--- config.mk ---
export PLATFORM = sky130hd
export DESIGN_NAME = sp_ram_arbiter
export DESIGN_NICKNAME = d
export VERILOG_FILES = /design/src/rtl/sp_ram_arbiter.sv
export SDC_FILE = /design/constraint.sdc
export NUM_CORES = 1
export LEC_CHECK = 0
export BUFFER_PORTS_ARGS = -buffer_cell sky130_fd_sc_hd__buf_2
export CAP_MARGIN = 20
export CORE_AREA = 2 2 115 117
export DETAILED_ROUTE_END_ITERATION = 6
export DIE_AREA = 0 0 117 119
export PLACE_DENSITY = 0.48
export SLEW_MARGIN = 20
export SYNTH_ARGS = -nofsm -noshare
export SYNTH_HDL_FRONTEND = slang
export SYNTH_SLANG_ARGS = --single-unit
--- constraint.sdc ---
create_clock -name clk -period 3.2 [get_ports clk]
set_input_delay 0.64 -clock clk [delete_from_list [all_inputs] [get_ports clk]]
set_output_delay 0.64 -clock clk [all_outputs]
set_load 0.05 [all_outputs]
--- src/rtl/sp_ram_arbiter.sv ---
// sp_ram_arbiter
// Round-robin arbiter that serialises two request/grant masters (port 0:
// instruction fetch, port 1: data load/store) onto one single-port RAM.
// The grant is combinational, so the RAM samples the access in the grant
// cycle. The response (rvalid/rdata/err) is presented in the next cycle,
// which matches the RAM's one-cycle read latency. Accesses whose address
// has bits set above ADDR_WIDTH are granted but kept off the RAM, and they
// complete with an error response.

module sp_ram_arbiter #(
  parameter  int ADDR_WIDTH = 16,
  parameter  int DATA_WIDTH = 32,
  localparam int BE_WIDTH   = DATA_WIDTH / 8
) (
  input  logic                  clk,
  input  logic                  rst_n,

  input  logic                  p0_req_i,
  output logic                  p0_gnt_o,
  input  logic [31:0]           p0_addr_i,
  input  logic                  p0_we_i,
  input  logic [BE_WIDTH-1:0]   p0_be_i,
  input  logic [DATA_WIDTH-1:0] p0_wdata_i,
  output logic                  p0_rvalid_o,
  output logic [DATA_WIDTH-1:0] p0_rdata_o,
  output logic                  p0_err_o,

  input  logic                  p1_req_i,
  output logic                  p1_gnt_o,
  input  logic [31:0]           p1_addr_i,
  input  logic                  p1_we_i,
  input  logic [BE_WIDTH-1:0]   p1_be_i,
  input  logic [DATA_WIDTH-1:0] p1_wdata_i,
  output logic                  p1_rvalid_o,
  output logic [DATA_WIDTH-1:0] p1_rdata_o,
  output logic                  p1_err_o,

  output logic                  ram_en_o,
  output logic [ADDR_WIDTH-1:0] ram_addr_o,
  output logic                  ram_we_o,
  output logic [BE_WIDTH-1:0]   ram_be_o,
  output logic [DATA_WIDTH-1:0] ram_wdata_o,
  input  logic [DATA_WIDTH-1:0] ram_rdata_i
);

  // An address is backed by the RAM only when every bit above the RAM's
  // byte-address width is zero.
  function automatic logic addr_in_range(input logic [31:0] addr);
    return (addr[31:ADDR_WIDTH] == '0);
  endfunction

  // Arbitration state: 0 = port 0 preferred on contention.
  logic                  prio_r;
  logic                  prio_next_s;

  // Grant decision and the winning port's request fields.
  logic [1:0]            req_s;
  logic [1:0]            gnt_s;
  logic                  any_gnt_s;
  logic [31:0]           sel_addr_s;
  logic                  sel_we_s;
  logic [BE_WIDTH-1:0]   sel_be_s;
  logic [DATA_WIDTH-1:0] sel_wdata_s;
  logic                  sel_in_range_s;

  // Response pipeline stage (one cycle behind the grant).
  logic                  resp_valid_r;
  logic                  resp_port_r;
  logic                  resp_we_r;
  logic                  resp_err_r;
  logic [DATA_WIDTH-1:0] resp_data_s;

  assign req_s     = {p1_req_i, p0_req_i};
  assign any_gnt_s = |gnt_s;
  assign p0_gnt_o  = gnt_s[0];
  assign p1_gnt_o  = gnt_s[1];

  // Round-robin grant; nothing is granted while reset is asserted so that all
  // outputs read zero during reset even with requests pending.
  always_comb begin
    gnt_s = 2'b00;
    if (!rst_n) begin
      gnt_s = 2'b00;
    end else begin
      case (req_s)
        2'b01:   gnt_s = 2'b01;
        2'b10:   gnt_s = 2'b10;
        2'b11:   gnt_s = prio_r ? 2'b10 : 2'b01;
        default: gnt_s = 2'b00;
      endcase
    end
  end

  // Select the request fields of the granted port.
  always_comb begin
    sel_addr_s  = '0;
    sel_we_s    = 1'b0;
    sel_be_s    = '0;
    sel_wdata_s = '0;
    if (gnt_s[1]) begin
      sel_addr_s  = p1_addr_i;
      sel_we_s    = p1_we_i;
      sel_be_s    = p1_be_i;
      sel_wdata_s = p1_wdata_i;
    end else begin
      sel_addr_s  = p0_addr_i;
      sel_we_s    = p0_we_i;
      sel_be_s    = p0_be_i;
      sel_wdata_s = p0_wdata_i;
    end
  end

  assign sel_in_range_s = addr_in_range(sel_addr_s);

  // Drive the RAM with the granted in-range access. The RAM stays idle with
  // all fields at zero when there is no grant or the access is out of range,
  // so an out-of-range write never reaches the array.
  always_comb begin
    ram_en_o    = 1'b0;
    ram_addr_o  = '0;
    ram_we_o    = 1'b0;
    ram_be_o    = '0;
    ram_wdata_o = '0;
    if (any_gnt_s && sel_in_range_s) begin
      ram_en_o    = 1'b1;
      ram_addr_o  = sel_addr_s[ADDR_WIDTH-1:0];
      ram_we_o    = sel_we_s;
      ram_be_o    = sel_be_s;
      ram_wdata_o = sel_wdata_s;
    end else begin
      ram_en_o    = 1'b0;
      ram_addr_o  = '0;
      ram_we_o    = 1'b0;
      ram_be_o    = '0;
      ram_wdata_o = '0;
    end
  end

  // Next priority: the port that did not just win is preferred next time.
  always_comb begin
    prio_next_s = prio_r;
    if (any_gnt_s) begin
      prio_next_s = ~gnt_s[1];
    end else begin
      prio_next_s = prio_r;
    end
  end

  // Priority register.
  always_ff @(posedge clk or negedge rst_n) begin
    if (!rst_n) begin
      prio_r <= 1'b0;
    end else begin
      prio_r <= prio_next_s;
    end
  end

  // Capture the attributes of each granted access for its response cycle.
  // The register clears when there is no grant, so each response lasts
  // exactly one cycle.
  always_ff @(posedge clk or negedge rst_n) begin
    if (!rst_n) begin
      resp_valid_r <= 1'b0;
      resp_port_r  <= 1'b0;
      resp_we_r    <= 1'b0;
      resp_err_r   <= 1'b0;
    end else if (any_gnt_s) begin
      resp_valid_r <= 1'b1;
      resp_port_r  <= gnt_s[1];
      resp_we_r    <= sel_we_s;
      resp_err_r   <= ~sel_in_range_s;
    end else begin
      resp_valid_r <= 1'b0;
      resp_port_r  <= 1'b0;
      resp_we_r    <= 1'b0;
      resp_err_r   <= 1'b0;
    end
  end

  // Only an in-range read returns RAM data; writes and errors return zero.
  always_comb begin
    resp_data_s = '0;
    if (resp_valid_r && !resp_we_r && !resp_err_r) begin
      resp_data_s = ram_rdata_i;
    end else begin
      resp_data_s = '0;
    end
  end

  // Steer the response to the port that owns it; the other port reads zero.
  always_comb begin
    p0_rvalid_o = 1'b0;
    p0_rdata_o  = '0;
    p0_err_o    = 1'b0;
    p1_rvalid_o = 1'b0;
    p1_rdata_o  = '0;
    p1_err_o    = 1'b0;
    if (resp_valid_r) begin
      case (resp_port_r)
        1'b0: begin
          p0_rvalid_o = 1'b1;
          p0_rdata_o  = resp_data_s;
          p0_err_o    = resp_err_r;
        end
        1'b1: begin
          p1_rvalid_o = 1'b1;
          p1_rdata_o  = resp_data_s;
          p1_err_o    = resp_err_r;
        end
        default: begin
          p0_rvalid_o = 1'b0;
          p1_rvalid_o = 1'b0;
        end
      endcase
    end else begin
      p0_rvalid_o = 1'b0;
      p1_rvalid_o = 1'b0;
    end
  end

endmodule
==> impl_metrics.env <==
export IMPL_status="finished clean"
export IMPL_post_cts_buffers=0
export IMPL_crit_path_end_kind="primary output"
export IMPL_drv_slew=0
export IMPL_final_cells=750
export IMPL_comb_power_share_pct=56.9
export IMPL_synthDistinctLibCells=27
export IMPL_critical_path_class="in -> out"
export IMPL_cts_root_buf="clkbuf_16"
export IMPL_grt_pass1_wl_um=13700
export IMPL_worstMarginPinSlew_ns=0.376
export IMPL_r2r_setup_slack_ns=1.76
export IMPL_crit_top_cell="buf_2"
export IMPL_p_int_uw=373
export IMPL_grt_use_total_pct=12.7
export IMPL_area_delta_synth_final_pct=107
export IMPL_rows=42
export IMPL_start_util_pct=13.5
export IMPL_nNetsFinal=749
export IMPL_finalWirelength_um=9560
export IMPL_hold_class="in -> async"
export IMPL_layout_drive_gt1_share_pct=64.6
export IMPL_power_total_uw=650
export IMPL_clock_path_buffers=2
export IMPL_swShare_pct=42.7
export IMPL_avgSynthCellArea_um2=6.15
export IMPL_grt_max_degree=54
export IMPL_crit_family="simple AND/OR/NAND/NOR gates"
export IMPL_core_um2=12900
export IMPL_setup_viol=0
export IMPL_power_frac_clock_pct=31.1
export IMPL_insertion_delay_ns=0.22
export IMPL_wl_per_cell_um=12.7
export IMPL_synth_area_um2=1740
export IMPL_tritoncts="built"
export IMPL_maxSlewHeadroom_pct=74.9
export IMPL_syn_nets=457
export IMPL_cp_cell_sequence="buf_2 -> or4_1 -> a2111oi_4 -> a22oi_4 -> buf_12 -> a21oi_1 -> buf_2"
export IMPL_placed_cells=746
export IMPL_netlist_instances=283
export IMPL_drtIter0Drc=63
export IMPL_hold_viol=0
export IMPL_antenna_found_initial=0
export IMPL_skew_ns=0.000587
export IMPL_power_density_nw_per_um2=181
export IMPL_ys_ff_latch=5
export IMPL_dr_pass1_iters=4
export IMPL_cts_buffers=3
export IMPL_cp_arrival_ns=2.49
export IMPL_io_pins=298
export IMPL_cts_max_level=1
export IMPL_place_congestion=0.809
export IMPL_clkSinkCount=5
export IMPL_startpoint_type="primary input"
export IMPL_vdd_ir_drop_max_uv=111
export IMPL_ant_nets=0
export IMPL_via_per_inst=3.93
export IMPL_drc_errors=0
export IMPL_vias=2947
export IMPL_critical_path_slowest_cell="or4_1"
export IMPL_grt_pass1_vias=2766
export IMPL_ys_seq_area_share_pct=7.19
export IMPL_slowest_delay_ns=0.63
export IMPL_whs_ns=0.318
export IMPL_fill_cells=1484
export IMPL_finalCoreUtilization_pct=28.0
export IMPL_max_cap_viol_count=0
export IMPL_critPathRequiredTime_ns=2.56
export IMPL_rsz0062_at_grt="no"
export IMPL_critPathBufInv=3
export IMPL_portBuffers=297
export IMPL_grt_overflow=0
export IMPL_path_clk_slew_ns=0.03
export IMPL_fin_setup_tns_ns=0
export IMPL_die_area_um2=13900
export IMPL_ys_warn_count=0
export IMPL_die_w_um=117
export IMPL_seqPwrFrac_pct=12.0
export IMPL_finalCriticalPeriod_ns=3.13
export IMPL_fmax_mhz=320
export IMPL_p_leak_nw=2.13
export IMPL_period_share_pct=97.7
export IMPL_r2r_cells=5
export IMPL_p_switching_uw=277
export IMPL_dp_hpwl_um=8510
export IMPL_worstReg2RegEnd="resp_err_r"
export IMPL_die_y_um=119
export IMPL_diodes=0
export IMPL_r2r_start="prio_r"
export IMPL_cp_max_fo=53
==> power by group through the flow <==
stage               clock, mW  combinational [mW]  sequential (mW)
floorplan                   0               0.208           0.0750
global placement            0               0.376           0.0784
detailed placement          0               0.375           0.0782
CTS                     0.206               0.377           0.0779
global route            0.211               0.407           0.0794
finish                  0.202               0.370           0.0779
==> flip-flops by register name (all words and copies together) (netlist names) <==
signal,flops
prio_r,1
resp_err_r,1
resp_port_r,1
resp_valid_r,1
resp_we_r,1
==> area by class of cell <==
class,instances,area (µm²),area share [%]
multi-input combinational,252,1510,42.0
timing repair buffer,309,1650,45.8
clock buffer,4,78.8,2.19
inverter,4,15.0,0.417
tap,176,220,6.12
sequential,5,125,3.48
==> how the worst max path moves through the flow <==
stage | endpoint | cells after the start | slack [ns] | from
floorplan | ram_addr_o[10] | 7 | 0.04 | rst_n
global placement | ram_we_o | 8 | -0.11 | p1_addr_i[17]
detailed placement | ram_we_o | 8 | -0.13 | p1_addr_i[17]
CTS | ram_we_o | 8 | 0.05 | p1_addr_i[17]
global route | ram_wdata_o[31] | 7 | 0.007 | p1_addr_i[28]
finish | ram_wdata_o[31] | 7 | 0.07 | p1_addr_i[28]
==> placed cells by master, fill, tap and decap left out <==
| master | n |
|---|---|
| a2111oi_4 | 1 |
| a21o_2 | 1 |
| o21a_1 | 2 |
| and3_1 | 1 |
| buf_12 | 5 |
| o21ai_0 | 1 |
| or4_1 | 3 |
| nor4bb_4 | 1 |
| and2_1 | 65 |
| or4_4 | 1 |
| a22oi_4 | 1 |
| nor2_1 | 3 |
| a21oi_2 | 50 |
| nor3b_1 | 1 |
| a21oi_1 | 3 |
| dfrtp_1 | 5 |
| clkbuf_1 | 1 |
| nor2b_1 | 1 |
| nor4_1 | 4 |
| inv_2 | 2 |
| nor4b_2 | 2 |
| a22o_1 | 1 |
| nand2_1 | 108 |
| inv_1 | 2 |
| nand4_1 | 1 |
| and4_1 | 1 |
| buf_2 | 293 |
| buf_4 | 11 |
| clkbuf_16 | 3 |
==> cell usage after synthesis (all sizes together) <==
master,count,share of area [%]
nor4,4,1.4
and3,1,0.36
o21ai,1,0.29
o21a,2,0.86
a21o,1,0.43
clkbuf,13,2.8
nor4bb,1,0.58
a2111oi,1,1.6
dfrtp,5,7.2
and2,65,23
a22o,1,0.50
and4,1,0.50
a21oi,53,26
buf,9,4.1
a22oi,1,1.2
nor2b,1,0.36
or4,4,1.9
inv,4,0.86
nor2,3,0.65
nor4b,2,1.0
nor3b,1,0.43
nand2,108,23
nand4,1,0.36
==> kinds of logic (layout without fill, tap and decap cells) <==
group                  Yosys count  after routing  synth area share [%]
AND/OR/NAND/NOR                192            192                  54.3
AO/OA/AOI/OAI                   60             60                  30.7
buffers and inverters           26            317                  7.77
flip-flops                       5              5                  7.19
==> stage by stage <==
stage          setup slack [ns]  instance area (µm²)
2_1_floorplan            0.0357                 1740
3_3_place_gp             -0.106                 3510
3_5_place_dp             -0.132                 3510
4_1_cts                  0.0492                 3600
5_1_grt                 0.00666                 3600
6_report                 0.0739                 3600
==> what timing repair did <==
| item | 4_1_cts | 5_1_grt |
|---|---|---|
| hold buffers | 0 | 0 |
| endpoints found under the setup margin | 1 | 0 |
| gates resized for setup | 1 | 0 |
==> layer usage <==
| layer | wire, µm | global-route usage (%) | up-vias |
|---|---|---|---|
| met4 | 57 | 2.43 | 0 |
| met5 | 0 | 0 | - |
| met3 | 770 | 1.98 | 2 |
| met1 | 3410 | 12.6 | 1271 |
| met2 | 5330 | 26.7 | 174 |
| li1 | - | - | 1500 |
Power figures use the tool's default switching activity.
